===== src/rtl/uart_tx_cfg.sv =====
// Runtime-configurable UART transmitter (5..DATA_BITS_MAX bits, none/even/odd parity, 1/2 stop, LSB/MSB first).
// Latency: word accepted at edge E from IDLE drives the start bit from edge E+1; frames chain with no idle gap.
// Backpressure: one-word holding register; tx_ready = holding empty, so the source stalls while a word waits.
`timescale 1ns/1ps
module uart_tx_cfg #(
   parameter int DATA_BITS_MAX = 8,
   parameter int CLOCK_FREQ    = 50_000_000,
   parameter int BAUD_RATE     = 115200
) (
   input  logic                     clk,
   input  logic                     rst_n,
   input  logic [DATA_BITS_MAX-1:0] tx_data,
   input  logic                     tx_valid,
   output logic                     tx_ready,
   input  logic [3:0]               cfg_data_bits,
   input  logic [1:0]               cfg_parity,
   input  logic                     cfg_stop2,
   input  logic                     cfg_msb_first,
   output logic                     tx,
   output logic                     tx_busy,
   output logic                     tx_done
);

   localparam int BAUD_DIV = CLOCK_FREQ / BAUD_RATE;
   localparam int CNT_W    = (BAUD_DIV > 1) ? $clog2(BAUD_DIV) : 1;
   localparam logic [CNT_W-1:0] CNT_LAST = CNT_W'(BAUD_DIV - 1);
   localparam logic [3:0]       DBM4     = 4'(DATA_BITS_MAX);

   typedef enum logic [2:0] {S_IDLE, S_START, S_DATA, S_PARITY, S_STOP} state_t;
   state_t state, state_nxt;

   // Holding register: word pre-ordered for transmission plus its frame settings.
   logic                     hold_full;
   logic [DATA_BITS_MAX-1:0] hold_word;
   logic [3:0]               hold_bits;
   logic                     hold_par_en, hold_par_bit, hold_stop2;

   // Frame in flight.
   logic [DATA_BITS_MAX-1:0] shifter;
   logic [3:0]               f_bits, bit_idx;
   logic                     f_par_en, f_par_bit, f_stop2, stop_idx;
   logic [CNT_W-1:0]         cnt;

   // Input-side decode.
   logic [3:0]               nb_eff, sh_amt;
   logic [DATA_BITS_MAX-1:0] rev, mask, ord;
   logic                     in_par_en, in_par_bit;

   logic accept, load, bit_end, last_data, last_stop;

   assign tx_ready  = ~hold_full;
   assign tx_busy   = (state != S_IDLE);
   assign accept    = tx_valid && tx_ready;
   assign bit_end   = (cnt == CNT_LAST);
   assign last_data = (bit_idx == f_bits - 4'd1);
   assign last_stop = (stop_idx == f_stop2);

   // Clamp the width, order the word so bit 0 always goes out first, and precompute parity.
   always_comb begin
      nb_eff = ((cfg_data_bits < 4'd5) || (cfg_data_bits > DBM4)) ? DBM4 : cfg_data_bits;
      sh_amt = DBM4 - nb_eff;
      rev    = '0;
      for (int i = 0; i < DATA_BITS_MAX; i++) rev[i] = tx_data[DATA_BITS_MAX-1-i];
      mask       = {DATA_BITS_MAX{1'b1}} >> sh_amt;
      ord        = cfg_msb_first ? (rev >> sh_amt) : (tx_data & mask);
      in_par_en  = (cfg_parity == 2'd1) || (cfg_parity == 2'd2);
      in_par_bit = (^ord) ^ (cfg_parity == 2'd2);
   end

   // Next-state logic; load marks the cycle the holding register is moved into the frame.
   always_comb begin
      state_nxt = state;
      load      = 1'b0;
      tx_done   = 1'b0;
      case (state)
         S_IDLE:   if (hold_full) begin load = 1'b1; state_nxt = S_START; end
         S_START:  if (bit_end) state_nxt = S_DATA;
         S_DATA:   if (bit_end && last_data) state_nxt = f_par_en ? S_PARITY : S_STOP;
         S_PARITY: if (bit_end) state_nxt = S_STOP;
         S_STOP: begin
            if (bit_end && last_stop) begin
               tx_done = 1'b1;
               if (hold_full) begin
                  load      = 1'b1;
                  state_nxt = S_START;
               end else begin
                  state_nxt = S_IDLE;
               end
            end
         end
         default:  state_nxt = S_IDLE;
      endcase
   end

   // State register.
   always_ff @(posedge clk or negedge rst_n) begin
      if (!rst_n) state <= S_IDLE;
      else        state <= state_nxt;
   end

   // Holding register: accept wins over unload so a same-cycle refill keeps it full.
   always_ff @(posedge clk or negedge rst_n) begin
      if (!rst_n) begin
         hold_full    <= 1'b0;
         hold_word    <= '0;
         hold_bits    <= '0;
         hold_par_en  <= 1'b0;
         hold_par_bit <= 1'b0;
         hold_stop2   <= 1'b0;
      end else if (accept) begin
         hold_full    <= 1'b1;
         hold_word    <= ord;
         hold_bits    <= nb_eff;
         hold_par_en  <= in_par_en;
         hold_par_bit <= in_par_bit;
         hold_stop2   <= cfg_stop2;
      end else if (load) begin
         hold_full    <= 1'b0;
      end
   end

   // Baud counter, shifter and line driver; tx changes only at bit boundaries.
   always_ff @(posedge clk or negedge rst_n) begin
      if (!rst_n) begin
         tx        <= 1'b1;
         cnt       <= '0;
         shifter   <= '0;
         f_bits    <= '0;
         f_par_en  <= 1'b0;
         f_par_bit <= 1'b0;
         f_stop2   <= 1'b0;
         bit_idx   <= '0;
         stop_idx  <= 1'b0;
      end else if (load) begin
         tx        <= 1'b0;
         cnt       <= '0;
         shifter   <= hold_word;
         f_bits    <= hold_bits;
         f_par_en  <= hold_par_en;
         f_par_bit <= hold_par_bit;
         f_stop2   <= hold_stop2;
         bit_idx   <= '0;
         stop_idx  <= 1'b0;
      end else if (state == S_IDLE) begin
         tx  <= 1'b1;
         cnt <= '0;
      end else begin
         cnt <= bit_end ? '0 : cnt + CNT_W'(1);
         if (bit_end) begin
            case (state)
               S_START: begin
                  tx      <= shifter[0];
                  shifter <= shifter >> 1;
                  bit_idx <= '0;
               end
               S_DATA: begin
                  if (last_data) begin
                     tx <= f_par_en ? f_par_bit : 1'b1;
                  end else begin
                     tx      <= shifter[0];
                     shifter <= shifter >> 1;
                     bit_idx <= bit_idx + 4'd1;
                  end
               end
               S_PARITY: tx <= 1'b1;
               S_STOP: begin
                  tx <= 1'b1;
                  if (!last_stop) stop_idx <= 1'b1;
               end
               default: tx <= 1'b1;
            endcase
         end
      end
   end

endmodule


===== config.mk =====
export PLATFORM = sky130hd
export DESIGN_NAME = uart_tx_cfg
export DESIGN_NICKNAME = d
export VERILOG_FILES = /design/src/rtl/uart_tx_cfg.sv
export SDC_FILE = /design/constraint.sdc
export NUM_CORES = 1
export LEC_CHECK = 0
export CORE_UTILIZATION = 45
export CTS_BUF_LIST = sky130_fd_sc_hd__clkbuf_16
export DETAILED_ROUTE_END_ITERATION = 16
export PLACE_DENSITY_LB_ADDON = 0.1
export RECOVER_POWER = 25
export SYNTH_ARGS = -nofsm -noshare
export SYNTH_HDL_FRONTEND = slang
export SYNTH_SLANG_ARGS = --single-unit

===== constraint.sdc =====
create_clock -name clk -period 4.6 [get_ports clk]
set_input_delay 0.92 -clock clk [delete_from_list [all_inputs] [get_ports clk]]
set_output_delay 0.92 -clock clk [all_outputs]
set_load 0.01 [all_outputs]

==> qor.yml <==
outcome: "finished, violations left"
violated_checks: "capacitance limit, slew limit"
total_net_switching_power_mw: 0.606
cpPeakStageDelay_ns: 0.58
pwr_density_cell_nw_per_um2: 545
clkPwrFrac_pct: 26.1
vias_per_cell: 5.53
synth_enable_flop_cells: 0
crit_arrival_ns: 4.21
fp.dieArea_um2: 6690
worst_path_max_delay_cell: "sky130_fd_sc_hd__ha_1"
final-seq-area_um2: 1230
slew-limit-headroom_pct: -71.9
post-place-ws_ns: 0.299
crit_path_max_fanout: 15
postRouteWirelength_um: 5630
clkLatencyLatePin_ns: 0.28
timing.final.hold_violations: 0
worst_case_vdd_ir_drop_mv: 0.248
report.final.slew_viol_count: 50
clk_pin_slew_worst_paths_ns: 0.07
ctsHoldBuffers: 0
setup-tns-final_ns: 0
grt_max_degree: 50
place.detailed.hpwl_um: 4100
power_leakage_nw: 1.53
globalRouteOverflowTotal: 0
postCtsSetupBuffers: 0
synth_nets: 324
setup_repair_after_global_routing_missed_its_margin: "false"
firstDrtPassIters: 5
overall_routing_resource_usage_pct: 19.5
r2r_end: "shifter[7]"
detail_route.drc_violations: 0
min-delay-start: "hold_bits[2]"
cap_violations: 1
placement.io_buffers: 22
floorplan_row_count: 28
dr.first_iter.drc_count: 51
period_share_pct: 87.1
ys_seq_elements: 49
wl_per_cell_um: 14.4
power.share.combinational_pct: 34.4
antenna_violations_before_repair: 0
worst_hold_path.num_cells: 1
cp_endpoint_kind: "flop"
synth_area_um2: 2860
rrSetupSlack_ns: 2.18
initial_utilization_pct: 47.5
synth_area_per_cell_um2: 9.68
vias_after_detailed_routing: 2158
first_pass_grt_wire_length_um: 10000
layout.cells.most_common_list: "sky130_fd_sc_hd__dfrtp_1 (48), sky130_fd_sc_hd__nand2_1 (40), sky130_fd_sc_hd__o21ai_0 (27), sky130_fd_sc_hd__nor2_1 (23), sky130_fd_sc_hd__clkdlybuf4s50_1 (21)"
ctsRootBufferMaster: "sky130_fd_sc_hd__clkbuf_16"
critPathLaunchType: "input pin"
netlist-cell-type-count: 54
antenna_diode_count: 0
p_seq_share_pct: 39.5
clock_tree.htree_level_count: 2
synth.yosys.seq_area_share_pct: 42.9
share_of_synthesized_registers_carrying_an_async_set_or_reset_pct: 100
fin_nets: 342
yosys_warnings: 0
inserted_clock_buffers: 5
timing.fmax_mhz: 249
total_power_mw: 1.81
clock_sinks: 49
crit_path_cells: "clkdlybuf4s50_1, and3b_2, inv_2, ha_1, inv_1, ha_1, mux2i_1, mux2i_1, o2bb2ai_1, a21oi_1, xnor3_1, xnor3_1, o21ai_1"
setup_ws_ns: 0.592
crit-reg2reg-launch: "cnt[1]"
switching_share_pct: 33.5
mostFrequentLayoutCell: "sky130_fd_sc_hd__dfrtp_1"
worst_r2r_path_depth: 9
grt_pass1_vias: 2119
crit_type: "in -> reg"
core_um2: 6030
power.internal_mw: 1.20
post-route-util_pct: 55.0
cts_tree: "done"
final.min_clock_period_ns: 4.01
fp.dieH_um: 81.8
area_of_the_multi_input_gates_um2: 1520
cts-resized-gates: 0
final_layout_size_suffix_gt1_share_pct: 10.2
fillCellCount: 538
slew_at_the_pin_closest_to_its_max_slew_limit_ns: 2.58
place.gp.congestion: 0.865
clock_tree.buffer_depth: 2
critPathRequiredTime_ns: 4.80
drt.antenna.violating_nets: 0
hp-class: "reg -> reg"
report.final.setup_viol: 0
synth_flop_cell: "sky130_fd_sc_hd__dfrtp_1"
io_pins: 23
timing.hold.worst_endpoint: "hold_bits[2]"
layout-area-overhead-vs-synth_pct: 15.8
synthesis.instances: 296
finClkSkew_ns: 0.00472
horiz_die_dim_um: 81.8
[worst max-delay path by stage]
stage / from / endpoint / slack (ns) / cells past startpoint
after floorplan: cfg_data_bits[0] / hold_par_bit / 1.29 / 13
after global placement: cfg_data_bits[3] / hold_par_bit / 0.38 / 13
after detailed placement: cfg_data_bits[3] / hold_par_bit / 0.30 / 13
after CTS: cfg_data_bits[3] / hold_par_bit / 0.60 / 13
after global routing: cfg_data_bits[3] / hold_par_bit / 0.39 / 13
final: cfg_data_bits[3] / hold_par_bit / 0.59 / 13
[kinds of logic after synthesis]
family | Yosys count | share of synthesized area [%]
mux | 29 | 11.6
buf+inv | 28 | 4.11
simple gates | 95 | 15.6
compound gates | 66 | 14.9
flops | 49 | 42.9
xor+xnor | 20 | 7.08
fa+ha+maj | 9 | 3.93
[cell type report]
type                    instances  share of cell area, %
multi-input cells             219                   45.8
flip-flops and latches         49                   37.0
repair buffers                 24                   6.83
clock buffers                   5                   3.77
well taps                      75                   2.83
clock inverters                 3                   2.07
inverters                      15                   1.70
[worst max-delay path, delay by kind of cell]
kind | cells | cell delay (ns)
fa+ha+maj | 2 | 0.77
xor+xnor | 2 | 0.71
simple gates | 1 | 0.31
mux | 2 | 0.33
buf+inv | 3 | 0.66
compound gates | 3 | 0.50
[synthesized netlist by cell type, drive strengths merged (3+ instances only)]
library cell	instances	area, um2
dfrtp	48	1200
nand2	41	156
o21ai	28	140
nor2	23	86.3
mux2i	18	196
inv	15	56.3
a21oi	11	70.1
mux2	10	113
xnor2	10	87.6
ha	9	113
clkbuf	8	30.0
xor2	8	70.1
nand3	6	30.0
a21o	5	37.5
buf	5	31.3
nand2b	5	31.3
nand4	4	25.0
a211o	3	27.5
a31oi	3	18.8
nor3	3	15.0
o31ai	3	22.5
[through the flow]
| stage | cell area (um2) | hold slack [ns] | cells |
|---|---|---|---|
| 6_report | 3320 | 0.475 | 390 |
| 5_1_grt | 3320 | 0.485 | 390 |
| 3_5_place_dp | 3130 | 0.461 | 382 |
| 3_3_place_gp | 3130 | 0.459 | 382 |
| 4_1_cts | 3320 | 0.476 | 390 |
| 2_1_floorplan | 2860 | 0.444 | 296 |
[metal layers]
metal	part of all wire, %	GRT usage (%)
met5	0	0
met2	49	32.1
met4	2.0	7.02
met3	2.5	3.11
met1	46	25.8
[sequential cells by signal (all words and copies together), names as in the netlist, 3 cells and up]
signal	count
state	3
bit_idx	4
cnt	9
f_bits	4
hold_bits	4
hold_word	8
shifter	8
[power groups by stage]
stage | Sequential (mW) | Clock (mW) | Combinational, mW
after floorplan | 0.676 | 0 | 0.507
after global placement | 0.722 | 0 | 0.624
after detailed placement | 0.723 | 0 | 0.632
after CTS | 0.716 | 0.482 | 0.637
after global routing | 0.740 | 0.497 | 0.713
final | 0.714 | 0.472 | 0.623
(Power assumes the default switching activity.)
